**src/rtl/mc_control_fsm.sv**
```systemverilog
// rtl/mc_control_fsm.sv - multicycle IF/ID/EX/MEM/WB control unit for the 16-bit TSC datapath
module mc_control_fsm #(
  parameter int WORD_W          = 16,
  parameter bit HALT_ON_UNKNOWN = 1'b1
) (
  input  logic              clk,
  input  logic              reset_n,
  input  logic [WORD_W-1:0] instr,
  input  logic              mem_ready,
  input  logic              bcond,
  output logic              mem_read,
  output logic              mem_write,
  output logic              i_or_d,
  output logic              ir_write,
  output logic              pc_write,
  output logic              pc_write_cond,
  output logic [1:0]        pc_source,
  output logic              alu_src_a,
  output logic [1:0]        alu_src_b,
  output logic [3:0]        func_code,
  output logic [1:0]        branch_type,
  output logic              reg_write,
  output logic [1:0]        reg_dst,
  output logic [1:0]        mem_to_reg,
  output logic              wwd,
  output logic              inst_done,
  output logic              halted
);

  localparam logic [3:0] FUNC_ADD = 4'd0;
  localparam logic [3:0] FUNC_SUB = 4'd1;
  localparam logic [3:0] FUNC_ORR = 4'd3;
  localparam logic [3:0] FUNC_LHI = 4'd8;
  localparam logic [3:0] FUNC_IDN = 4'd9;

  typedef enum logic [2:0] {
    S_IF   = 3'd0,
    S_ID   = 3'd1,
    S_EX   = 3'd2,
    S_MEM  = 3'd3,
    S_WB   = 3'd4,
    S_HALT = 3'd5
  } state_t;

  state_t state, next_state;

  logic [3:0] op;
  logic [5:0] func;
  logic       is_r, is_r_alu, is_jpr, is_jrl, is_wwd, is_hlt;
  logic       is_branch, is_adi, is_ori, is_lhi, is_lwd, is_swd, is_jmp, is_jal;
  logic       is_known;
  logic       unused_bits;

  assign op          = instr[WORD_W-1 -: 4];
  assign func        = instr[5:0];
  assign unused_bits = ^instr;

  assign is_r      = (op == 4'hF);
  assign is_r_alu  = is_r && (func[5:3] == 3'b000);
  assign is_jpr    = is_r && (func == 6'd25);
  assign is_jrl    = is_r && (func == 6'd26);
  assign is_wwd    = is_r && (func == 6'd28);
  assign is_hlt    = is_r && (func == 6'd29);
  assign is_branch = (op[3:2] == 2'b00);
  assign is_adi    = (op == 4'h4);
  assign is_ori    = (op == 4'h5);
  assign is_lhi    = (op == 4'h6);
  assign is_lwd    = (op == 4'h7);
  assign is_swd    = (op == 4'h8);
  assign is_jmp    = (op == 4'h9);
  assign is_jal    = (op == 4'hA);
  assign is_known  = is_r_alu | is_jpr | is_jrl | is_wwd | is_hlt | is_branch |
                     is_adi | is_ori | is_lhi | is_lwd | is_swd | is_jmp | is_jal;

  always_ff @(posedge clk or negedge reset_n) begin
    if (!reset_n) state <= S_IF;
    else          state <= next_state;
  end

  // Outputs are gated by reset_n so they drop in the same cycle reset asserts.
  always_comb begin
    next_state    = state;
    mem_read      = 1'b0;
    mem_write     = 1'b0;
    i_or_d        = 1'b0;
    ir_write      = 1'b0;
    pc_write      = 1'b0;
    pc_write_cond = 1'b0;
    pc_source     = 2'd0;
    alu_src_a     = 1'b0;
    alu_src_b     = 2'd0;
    func_code     = FUNC_ADD;
    branch_type   = 2'd0;
    reg_write     = 1'b0;
    reg_dst       = 2'd0;
    mem_to_reg    = 2'd0;
    wwd           = 1'b0;
    inst_done     = 1'b0;
    halted        = 1'b0;
    if (reset_n) begin
      case (state)
        S_IF: begin
          mem_read = 1'b1;
          if (mem_ready) begin
            ir_write   = 1'b1;
            pc_write   = 1'b1;
            alu_src_b  = 2'd1;
            next_state = S_ID;
          end
        end
        S_ID: begin
          alu_src_b = 2'd2;
          if (is_jmp || is_jal) begin
            pc_write   = 1'b1;
            pc_source  = 2'd2;
            inst_done  = 1'b1;
            next_state = S_IF;
            if (is_jal) begin
              reg_write  = 1'b1;
              reg_dst    = 2'd2;
              mem_to_reg = 2'd2;
            end
          end else if (is_hlt) begin
            next_state = S_HALT;
          end else if (!is_known) begin
            if (HALT_ON_UNKNOWN) begin
              next_state = S_HALT;
            end else begin
              inst_done  = 1'b1;
              next_state = S_IF;
            end
          end else begin
            next_state = S_EX;
          end
        end
        S_EX: begin
          if (is_r_alu) begin
            alu_src_a  = 1'b1;
            func_code  = func[3:0];
            next_state = S_WB;
          end else if (is_branch) begin
            alu_src_a     = 1'b1;
            func_code     = op[1] ? FUNC_IDN : FUNC_SUB;
            branch_type   = op[1:0];
            pc_write_cond = 1'b1;
            pc_write      = bcond;
            pc_source     = 2'd1;
            inst_done     = 1'b1;
            next_state    = S_IF;
          end else if (is_jpr || is_jrl) begin
            pc_write   = 1'b1;
            pc_source  = 2'd3;
            inst_done  = 1'b1;
            next_state = S_IF;
            if (is_jrl) begin
              reg_write  = 1'b1;
              reg_dst    = 2'd2;
              mem_to_reg = 2'd2;
            end
          end else if (is_wwd) begin
            wwd        = 1'b1;
            inst_done  = 1'b1;
            next_state = S_IF;
          end else begin
            alu_src_a  = 1'b1;
            alu_src_b  = (is_ori || is_lhi) ? 2'd3 : 2'd2;
            func_code  = is_ori ? FUNC_ORR : (is_lhi ? FUNC_LHI : FUNC_ADD);
            next_state = (is_lwd || is_swd) ? S_MEM : S_WB;
          end
        end
        S_MEM: begin
          i_or_d    = 1'b1;
          mem_read  = is_lwd;
          mem_write = is_swd;
          if (mem_ready) begin
            if (is_lwd) begin
              next_state = S_WB;
            end else begin
              inst_done  = 1'b1;
              next_state = S_IF;
            end
          end
        end
        S_WB: begin
          reg_write  = 1'b1;
          reg_dst    = is_r_alu ? 2'd1 : 2'd0;
          mem_to_reg = is_lwd ? 2'd1 : 2'd0;
          inst_done  = 1'b1;
          next_state = S_IF;
        end
        S_HALT: halted = 1'b1;
        default: next_state = S_IF;
      endcase
    end
  end

endmodule

```
**config.mk**
```make
export PLATFORM = sky130hd
export DESIGN_NAME = mc_control_fsm
export DESIGN_NICKNAME = d
export VERILOG_FILES = /design/src/rtl/mc_control_fsm.sv
export SDC_FILE = /design/constraint.sdc
export NUM_CORES = 1
export LEC_CHECK = 0
export BUFFER_PORTS_ARGS = -buffer_cell sky130_fd_sc_hd__buf_2
export CORE_MARGIN = 8
export CORE_UTILIZATION = 52
export CTS_BUF_LIST = sky130_fd_sc_hd__clkbuf_8
export DETAILED_ROUTE_END_ITERATION = 12
export PLACE_DENSITY = 0.9
export SYNTH_ARGS = -nofsm -noshare
export SYNTH_HDL_FRONTEND = slang
export SYNTH_SLANG_ARGS = --single-unit
```
**constraint.sdc**
```tcl
create_clock -name clk -period 3.6 [get_ports clk]
set_input_delay 0.36 -clock clk [delete_from_list [all_inputs] [get_ports clk]]
set_output_delay 0.36 -clock clk [all_outputs]
set_load 0.01 [all_outputs]
```
== Yosys cells after proc, flatten, opt, wreduce, memory -nomap -nowiden ==
Index checks and enable logic that the tools add are counted.

* Bits in registers: 3
* Bits in latches: 0
* Bits in writable memories: 0
* Bits in read-only memories: 0
* Input bits: 20
* Output and inout bits: 25
* Memories kept: 0

* $add $sub $neg: 0
* Multipliers: 0
* Divide/modulo/power cells: 0
* Order comparisons: 0
* Equality and inequality tests: 19
* Shifts and indexed selects: 0
* Muxes and demuxes: 99
* Bitwise gates (word level): 13
* Reduce and logical (&&, ||, !) cells: 13

{| class="wikitable"
|+ Operator list
! cell !! count
|-
| $mux 1 || 48
|-
| $mux 2 || 22
|-
| $mux 4 || 9
|-
| $mux 3 || 11
|-
| $eq 6x5->1 const B || 4
|-
| $pmux 2 s3 || 3
|-
| $eq 4x3->1 const B || 4
|-
| $eq 4x4->1 const B || 4
|-
| $pmux 3 s5 || 1
|-
| $or 1x1->1 || 12
|-
| $eq 3x2->1 const B || 2
|-
| $eq 3x3->1 const B || 2
|-
| $logic_not 3->1 || 2
|-
| $pmux 1 s3 || 2
|-
| $logic_and 1x1->1 || 5
|-
| $logic_or 1x1->1 || 4
|-
| $ne 2x2->1 const B || 2
|-
| $pmux 1 s4 || 1
|-
| $pmux 2 s2 || 1
|-
| $reduce_and 4->1 || 1
|-
| $eq 3x1->1 const B || 1
|-
| $logic_not 2->1 || 1
|-
| $pmux 1 s2 || 1
|-
| $not 1->1 || 1
|}

== Longest topological paths before layout ==
Gate-level depths: netlist (run 1).

* Word-level depth: 18
* Gate-level depth with buffers: 7

== Least setup slack after synthesis (run 1) ==
Ideal clock, no wire load.

* Path kind: input to output
* Start: in instr[13]
* End: out reg_dst[1]
* Arrival time: 1.582 ns
* Data required time: 3.240 ns
* Setup slack: 1.658 ns
* Stages: 6
* Cell sequence: buf_4 nand4b_4 or2_4 o31a_1 nor2_1 buf_4

* Word-level cells in the longest chain between the ends: 8
* Elaborated cells on any way between the ends: 16
* Those cells by class: 3 x eq/ne; 8 x mux; 5 x reduce/logical

{| class="wikitable"
|+ Ends and longest elaborated chain
! item !! line !! RTL
|-
| start: declaration || 8 || <nowiki>input logic [WORD_W-1:0] instr,</nowiki>
|-
| $eq 4x4->1 || 58 || <nowiki>assign is_r = (op == 4'hF);</nowiki>
|-
| $logic_and 1x1->1, on equally long branches || 61, 60 ||
|-
| $mux 2 / $logic_or 1x1->1 (equally long branches) || 155, 150 ||
|-
| $mux 2 || 150 || <nowiki>end else if (is_jpr || is_jrl) begin</nowiki>
|-
| $mux 2 || 141 || <nowiki>end else if (is_branch) begin</nowiki>
|-
| $mux 2 || 137 || <nowiki>if (is_r_alu) begin</nowiki>
|-
| $pmux 2 s3 * || 101 || <nowiki>case (state)</nowiki>
|-
| $mux 2 * || 100 || <nowiki>if (reset_n) begin</nowiki>
|-
| end: declaration || 23 || <nowiki>output logic [1:0] reg_dst,</nowiki>
|}

Every way passes the cells marked *; elsewhere a longest branch is shown, timed or not.

== Final worst setup path (run 1) ==
* Start: reg state[1]
* End: out pc_source[1]

* Word-level cells in the longest chain between the ends: 3
* Elaborated cells on any way between the ends: 4
* Those cells by class: 2 x eq/ne; 2 x mux

{| class="wikitable"
|+ Ends and longest elaborated chain
! item !! line !! RTL
|-
| start: declaration || 45 || <nowiki>state_t state, next_state;</nowiki>
|-
| start signal: assignment || 77 || <nowiki>else state <= next_state;</nowiki>
|-
| $eq 3x2->1 / $eq 3x1->1 (equally long branches) || 101 ||
|-
| $pmux 2 s2 * || 101 ||
|-
| $mux 2 * || 100 ||
|-
| end: declaration || 17 || <nowiki>output logic [1:0] pc_source,</nowiki>
|}

Marks and branches as above.

==> results.toml, run 1 <==
[outcome]
status = "completed"

[sta]
setup_tns_ps = 0
rsz0062_at_grt = "no"
worst_slew_pin_slew_ps = 600
holdWs_ps = 564
final-setup-viol-count = 0
fin_crit_sh = 0.677
relSlewSlack = 0.599
slew_viol_final = 0
finalWorstSetupSlack_ps = 1160
finalClockSkew_ps = 8.59
finalHoldViolCount = 0
max_freq_ghz = 0.411
fin_crit_ps = 2440

[pwr]
irDropWorstVdd_v = 0.000278
power_w = 0.000510
power_leakage_nw = 0.543
powerDensity_nw_per_um2 = 440

[clock_network]
path_clk_slew_ps = 40
clockBufferDepth = 2
numCtsBuffers = 3
cts_tree = "done"
cts_root_buffer = "clkbuf_8"
clk_latency_ps = 220
numClockSinks = 3
cts_max_level = 1

[cells_and_area]
fin_cells = 191
fin_nets = 187
multi_input_comb_area_sq_um = 790
final_common_cell = "buf_2"
area_delta_synth_final_pct = 20.9
regMostFlops = "state"
layout-drive-gt1-share = 0.337
final_cell_mix = "38 x buf_2, 14 x nor2_1, 11 x nand2_1, 11 x a21oi_1, 8 x nor2b_1"
diodes = 0
n_fill_cell = 160
reg_top3 = "state: 3 flops"
seqCellArea_sq_um = 75.1
largest_reg_flops = 3

[yosys]
post_synth.cell_area_avg_sq_um = 7.11
syn_inst = 135
ys_ff_latch = 3
yosys_warnings = 0
async_flop_share = 1.00
synth_cell_type_count = 55
synth_ff_type = "dfrtp_1"
synth_area_sq_um = 960
seq_area_frac_synth = 0.0782
syn-num-nets = 155
synth_edf_count = 0

[setup_path]
cp.required_ps = 3240
rr_endpoint = "state[1]"
ff2ff_path_depth = 4
end_kind = "primary output"
start_kind = "flip-flop"
worstPathArrival_ps = 2080
path_class = "reg2out"
worstSetupStartpoint = "state[1]"
r2r_start = "state[0]"
crit_end = "pc_source[1]"
worst-path-max-fanout = 17
r2r_slack_ps = 1860

[placed_design]
placed_cells = 186
dp_hpwl_mm = 2.29
pre_cts_ws_ps = 1410
numPortBuffers = 38
gp_congestion = 0.912

[route]
dr.pass1.iters = 4
vias_per_cell = 5.95
route.detailed.drc = 0
wl_per_cell_um = 15.5
finalWirelength_mm = 2.96
ant_nets = 0
drt-initial-drc-count = 53
num_vias = 1136

[global_route]
overflow = 0
grt_pass1_vias = 1071
grt_first_pass_wirelength_mm = 4.72
grt_usage = 0.166
grt_max_degree = 18
antenna_found_initial = 0

[die]
std_cell_rows = 15
core_sq_um = 1730
start_util = 0.556
die-area_sq_um = 3480
die_h_um = 59.0
io-pin-count = 45
die_w_um = 59.0

[flow_run]
cap_violations = 0

[worst_hold_path]
min-delay-path-class = "in2async"
[how the worst min path moves through the flow]
| stage | end |
|---|---|
| floorplan | state[0] |
| global placement | state[1] |
| detailed placement | state[1] |
| CTS | state[0] |
| global route | state[2] |
| finish | state[0] |
[worst max-delay path, stage by stage (launching register included)]
cell and delay (ps):
dfrtp_1 640, nor3b_4 400, a21boi_2 300, nand2_1 90
a211oi_1 260, buf_2 170
[cells in the mapped netlist, types with 2 or more instances]
library cell | n | area share
a31oi_1 | 2 | 0.013
nor2b_1 | 8 | 0.052
dfrtp_1 | 3 | 0.078
o21ai_0 | 5 | 0.026
and4b_4 | 2 | 0.029
buf_2 | 4 | 0.021
nor3b_1 | 5 | 0.039
xor2_1 | 2 | 0.018
or3_1 | 2 | 0.013
a32oi_1 | 2 | 0.018
buf_4 | 3 | 0.023
nand2_1 | 11 | 0.043
nor3_1 | 2 | 0.010
buf_6 | 2 | 0.023
clkbuf_1 | 3 | 0.012
a21o_1 | 2 | 0.016
inv_1 | 5 | 0.020
nor2_1 | 14 | 0.055
a21oi_1 | 11 | 0.057
o211ai_1 | 2 | 0.016
and2_1 | 4 | 0.026
nand2b_1 | 3 | 0.020
nand3_1 | 6 | 0.031
[stage by stage]
step | utilization | area [sq um]
global route | 0.672 | 1160
CTS | 0.672 | 1160
floorplan | - | 960
detailed placement | 0.640 | 1100
finish | 0.672 | 1160
global placement | 0.640 | 1100
[logic make-up (layout without fill, tap and decap cells)]
| logic type | after synthesis | in the layout | synth area share |
|---|---|---|---|
| simple gates | 71 | 71 | 0.472 |
| compound gates | 40 | 40 | 0.306 |
| buf+inv | 17 | 48 | 0.0991 |
| xor+xnor | 4 | 4 | 0.0443 |
| flops | 3 | 3 | 0.0782 |
[area by class of cell]
class / instances / share of cell area
Inverter: 5 / 0.0162
Timing Repair Buffer: 39 / 0.173
Clock inverter: 1 / 0.00324
Multi-Input combinational cell: 115 / 0.681
Clock buffer: 3 / 0.0356
Tap cell: 25 / 0.0270
Sequential cell: 3 / 0.0647
[report_power, final]
group          internal, W  switching (W)  total (W)
registers        0.0000472      0.0000619   0.000109
logic             0.000137       0.000164   0.000301
clock network    0.0000731      0.0000274   0.000100
total             0.000257       0.000253   0.000510
[routing by layer]
metal,routed length (um),share of wire,vias to the layer above,GRT usage
li1,-,-,555,-
met2,1350,0.46,60,0.265
met4,40,0.014,0,0.0683
met3,235,0.079,4,0.0348
met1,1330,0.45,517,0.210
met5,0,0,-,0
[repair_timing]
item | 4_1_cts | 5_1_grt
resized for setup | 0 | 0
hold buffers | 1 | 0
endpoints found under the hold margin | 3 | 0
setup buffers | 0 | 0
(Power assumes the default switching activity.)
==> run 2, diff against run 1 <==
- CORE_UTILIZATION: 52 -> 44
- PLACE_DENSITY: 0.9 -> 0.81
- clock period: 3.6 -> 2.2 ns (I/O delays scaled with it)
==> results.toml, run 2 (synthesis results as in run 1) <==
[sta]
finalClockSkew_ps = 1.31
worst_slew_pin_slew_ps = 567
slew_viol_final = 0
relSlewSlack = 0.621
rsz0062_at_grt = "no"
fin_crit_sh = 0.917
finalHoldViolCount = 0
setup_tns_ps = 0
max_freq_ghz = 0.495
fin_crit_ps = 2020
final-setup-viol-count = 0

[cells_and_area]
reg_top3 = "state: 3 flops"
layout-drive-gt1-share = 0.349
regMostFlops = "state"
finish.utilization = 0.558
area_delta_synth_final_pct = 23.6
final_common_cell = "buf_2"
fin_nets = 190
diodes = 0
final_cell_mix = "38 x buf_2, 14 x nor2_1, 11 x nand2_1, 11 x a21oi_1, 8 x nor2b_1"
largest_reg_flops = 3
stdcell_area_sq_um = 1190
n_fill_cell = 222

[setup_path]
start_kind = "flip-flop"
critPathSlowestCell = "dfrtp_1"
cpPeakStageDelay_ps = 390
end_kind = "primary output"
path_class = "reg2out"
r2r_slack_ps = 570
ff2ff_path_depth = 5
r2r_start = "state[0]"
worst-path-max-fanout = 7
rr_endpoint = "state[1]"
cp.required_ps = 1980
worstPathArrival_ps = 1800
worstPathCellList = "nor3b_4 -> a21boi_2 -> nand3_1 -> a41oi_1 -> buf_2"

[die]
io-pin-count = 45
die_w_um = 62.7
die_h_um = 62.7
die-area_sq_um = 3930
start_util = 0.451
core_sq_um = 2130
std_cell_rows = 17

[route]
wl_per_cell_um = 14.6
dr.pass1.iters = 4
route.detailed.drc = 0
ant_nets = 0
finalWirelength_mm = 2.87
vias_per_cell = 5.75
drt-initial-drc-count = 54
num_vias = 1132

[pwr]
power_leakage_nw = 0.559
powerDensity_nw_per_um2 = 729
irDropWorstVdd_v = 0.000489

[flow_run]
cap_violations = 0

[clock_network]
cts_max_level = 1
cts_resized = 0
cts_setup_buffers = 0
cts_tree = "done"
clk_latency_ps = 210
numClockSinks = 3
cts_root_buffer = "clkbuf_8"
path_clk_slew_ps = 30
numCtsBuffers = 3
clockBufferDepth = 2

[global_route]
antenna_found_initial = 0
overflow = 0
grt_pass1_vias = 1065
grt_first_pass_wirelength_mm = 4.86
grt_max_degree = 17
grt_usage = 0.146

[placed_design]
postPlaceCellArea_sq_um = 1130
dp_hpwl_mm = 2.34
gp_congestion = 0.921
numPortBuffers = 38

[worst_hold_path]
min-delay-path-class = "in2async"

[outcome]
status = "completed"
==> run 2: cell count changes in the layout (fill, tap and decap cells not counted) <==
cell	previous run	this run
buf_4	0	3
==> run 2: report_power, final <==
group          internal, W   total, W  switching (W)
Sequential       0.0000789  0.0000983      0.0000194
Clock             0.000119   0.000154      0.0000352
Combinational     0.000253   0.000612       0.000359
==> run 2: what timing repair did <==
| item | in CTS | in global routing |
|---|---|---|
| setup endpoints to repair | 0 | 0 |
| hold endpoints to repair | 3 | 0 |
| hold buffers | 1 | 0 |
==> run 2: worst max-delay path by stage <==
| stage | start | end | depth (start not counted) |
|---|---|---|---|
| after floorplan | state[1] | reg_dst[1] | 7 |
| after global placement | instr[14] | reg_dst[0] | 5 |
| after detailed placement | state[0] | inst_done | 5 |
| after CTS | state[0] | inst_done | 5 |
| after global routing | state[0] | inst_done | 5 |
| final | state[0] | inst_done | 5 |
==> run 2: cell type report <==
cell class                 instances  area [sq um]  area share
sequential                         3          75.1      0.0633
clock buffer                       3          41.3      0.0348
clock inverter                     1          3.75     0.00316
timing repair buffer              42           223       0.188
multi-input combinational        115           790       0.666
tap                               28          35.0      0.0295
inverter                           5          18.8      0.0158
==> run 2: per-layer routing <==
layer,GRT usage,vias to the layer above,share of wire
li1,-,561,-
met1,0.188,513,0.47
met2,0.232,54,0.44
met3,0.0448,4,0.083
met4,0.0342,0,0.0073
met5,0,-,0
==> run 2: worst max-delay path: cells and delay by family (launching register included) <==
kind	cells	cell delay [ps]
simple gates	2	500
compound gates	2	530
flops	1	390
buf+inv	1	160
==> run 2: stage by stage <==
| stage | worst slack (ps) | power [W] | cells | hold slack [ps] |
|---|---|---|---|---|
| 5_1_grt | 80.1 | 0.000940 | 197 | 437 |
| 2_1_floorplan | 431 | 0.000558 | 135 | -75.6 |
| 4_1_cts | 185 | 0.000865 | 197 | 412 |
| 3_5_place_dp | 411 | 0.000706 | 192 | 94.2 |
| 3_3_place_gp | 457 | 0.000687 | 192 | 88.9 |
| 6_report | 182 | 0.000864 | 197 | 415 |
==> run 3, diff against run 2 <==
- ABC_AREA: unset -> 1
- CORE_UTILIZATION: 44 -> 41
==> results.toml, run 3 <==
[placed_design]
numPortBuffers = 38
dp_hpwl_mm = 2.18
gp_congestion = 0.899
pre_cts_ws_ps = 505

[global_route]
grt_usage = 0.150
grt_max_degree = 13
overflow = 0
grt_first_pass_wirelength_mm = 4.35
grt_pass1_vias = 1039
antenna_found_initial = 0

[route]
wl_per_cell_um = 12.5
route.detailed.drc = 0
drt-initial-drc-count = 90
vias_per_cell = 5.05
num_vias = 1051
dr.pass1.iters = 5
ant_nets = 0
finalWirelength_mm = 2.59

[cells_and_area]
area_delta_synth_final_pct = 34.4
final_cell_mix = "38 x buf_2, 29 x nor2_1, 27 x nand2_1"
regMostFlops = "state"
fin_nets = 204
final_common_cell = "buf_2"
diodes = 0
reg_top3 = "state: 3 flops"
layout-drive-gt1-share = 0.333
largest_reg_flops = 3

[die]
core_sq_um = 1750
start_util = 0.442
die_w_um = 59.4
die_h_um = 59.4
io-pin-count = 45
std_cell_rows = 15
die-area_sq_um = 3520

[pwr]
powerDensity_nw_per_um2 = 693
irDropWorstVdd_v = 0.000724
p_clk_frac = 0.213
intPower_w = 0.000350
power_switching_w = 0.000368
sw_frac_of_total = 0.513
power_leakage_nw = 0.601
combPwrFrac = 0.602
seq_power_share = 0.185
power_w = 0.000718

[setup_path]
start_kind = "input port"
path_class = "in2out"
end_kind = "primary output"
ff2ff_path_depth = 6
r2r_slack_ps = 760
worst-path-max-fanout = 12
worstPathArrival_ps = 1720
cp.required_ps = 1980

[yosys]
async_flop_share = 1.00
yosysMostFrequentCell = "nor2_1"
syn-num-nets = 162
synth_cell_type_count = 27
synth_edf_count = 0
syn_inst = 142
synth_top_area_frac = 0.141
yosysTopAreaCell = "nor2_1"
yosys_warnings = 0
synth_area_sq_um = 771
post_synth.cell_area_avg_sq_um = 5.43
synth_ff_type = "dfrtp_1"
ys_ff_latch = 3
synth_commonest_cells = "29 x nor2_1, 27 x nand2_1, 24 x inv_1"
synth_area_leaders = "nor2_1 14%, nand2_1 13%, inv_1 12%, dfrtp_1 9.7%, nand3_1 6.5%"
seq_area_frac_synth = 0.0974

[sta]
slew_viol_final = 0
fin_crit_ps = 1940
finalWorstSetupSlack_ps = 258
finalClockSkew_ps = 3.85
final-setup-viol-count = 0
max_freq_ghz = 0.515
rsz0062_at_grt = "no"
fin_crit_sh = 0.883
relSlewSlack = 0.767
worst_slew_pin_slew_ps = 349
finalHoldViolCount = 0
setup_tns_ps = 0

[clock_network]
cts_setup_buffers = 0
numClockSinks = 3
clockBufferDepth = 2
clk_latency_ps = 210
cts_tree = "done"
path_clk_slew_ps = 30
cts_root_buffer = "clkbuf_8"
cts_max_level = 1
cts_resized = 0
numCtsBuffers = 3

[outcome]
status = "completed"

[worst_hold_path]
min-delay-path-class = "in2async"

[flow_run]
cap_violations = 0
run 3: cell count changes after synthesis, sizes merged, moves of 6 or more:
| cell | delta |
|---|---|
| buf | -8 |
| nor3 | +9 |
| nand3 | +7 |
| nor2b | -8 |
| nand2 | +18 |
| nor3b | -6 |
| inv | +24 |
| nor2 | +19 |
run 3: repair_timing:
action / in CTS / in global routing
setup endpoints to repair: 0 / 0
endpoints found under the hold margin: 3 / 0
hold buffers: 1 / 0
run 3: logic make-up after synthesis:
family | after synthesis | share of synthesized area
buffers and inverters | 31 | 0.156
DFF | 3 | 0.0974
and+or+nand+nor | 92 | 0.635
AOI/OAI and AO/OA | 16 | 0.112
run 3: final timing paths:
check                      startpoint            to
setup / recovery              reset_n  func_code[0]
hold / removal                reset_n      state[0]
setup reg to reg             state[2]      state[1]
hold reg to reg              state[0]      state[0]
max in group asynchronous     reset_n      state[2]
min in group clk            mem_ready      state[0]
run 3: layout make-up:
| class | count | area (sq um) |
|---|---|---|
| Clock buffer | 3 | 41.3 |
| Clock inverter | 1 | 3.75 |
| Fill cell | 195 | 709 |
| Inverter | 29 | 109 |
| Multi-Input combinational cell | 108 | 576 |
| Sequential cell | 3 | 75.1 |
| Tap cell | 25 | 31.3 |
| Timing Repair Buffer | 39 | 200 |
run 3: power by group through the flow:
stage	Sequential, W	Clock, W	Combinational [W]
after CTS	0.000131	0.000154	0.000432
after detailed placement	0.000131	0	0.000428
after global routing	0.000134	0.000163	0.000491
final	0.000133	0.000153	0.000432
after floorplan	0.000121	0	0.000305
after global placement	0.000127	0	0.000421
run 3: critical path: stages:
cell and delay (ps):
dlygate4sd3_1 520, buf_2 160, inv_1 180, nor2_1 190
inv_1 120, a31oi_1 160, buf_2 160
run 3: layer usage:
layer,GRT usage,part of all wire,vias up
met4,0.0307,0.0031,0
met1,0.174,0.41,474
met3,0.0239,0.067,2
met2,0.277,0.52,46
met5,0,0,-
li1,-,-,529
run 3: stage by stage:
step	cell area (sq um)	hold slack (ps)	utilization	instances
finish	1040	349	0.594	208
detailed placement	981	35.9	0.562	203
global route	1040	370	0.594	208
global placement	981	31.3	0.562	203
CTS	1040	348	0.594	208
floorplan	771	-75.6	-	142
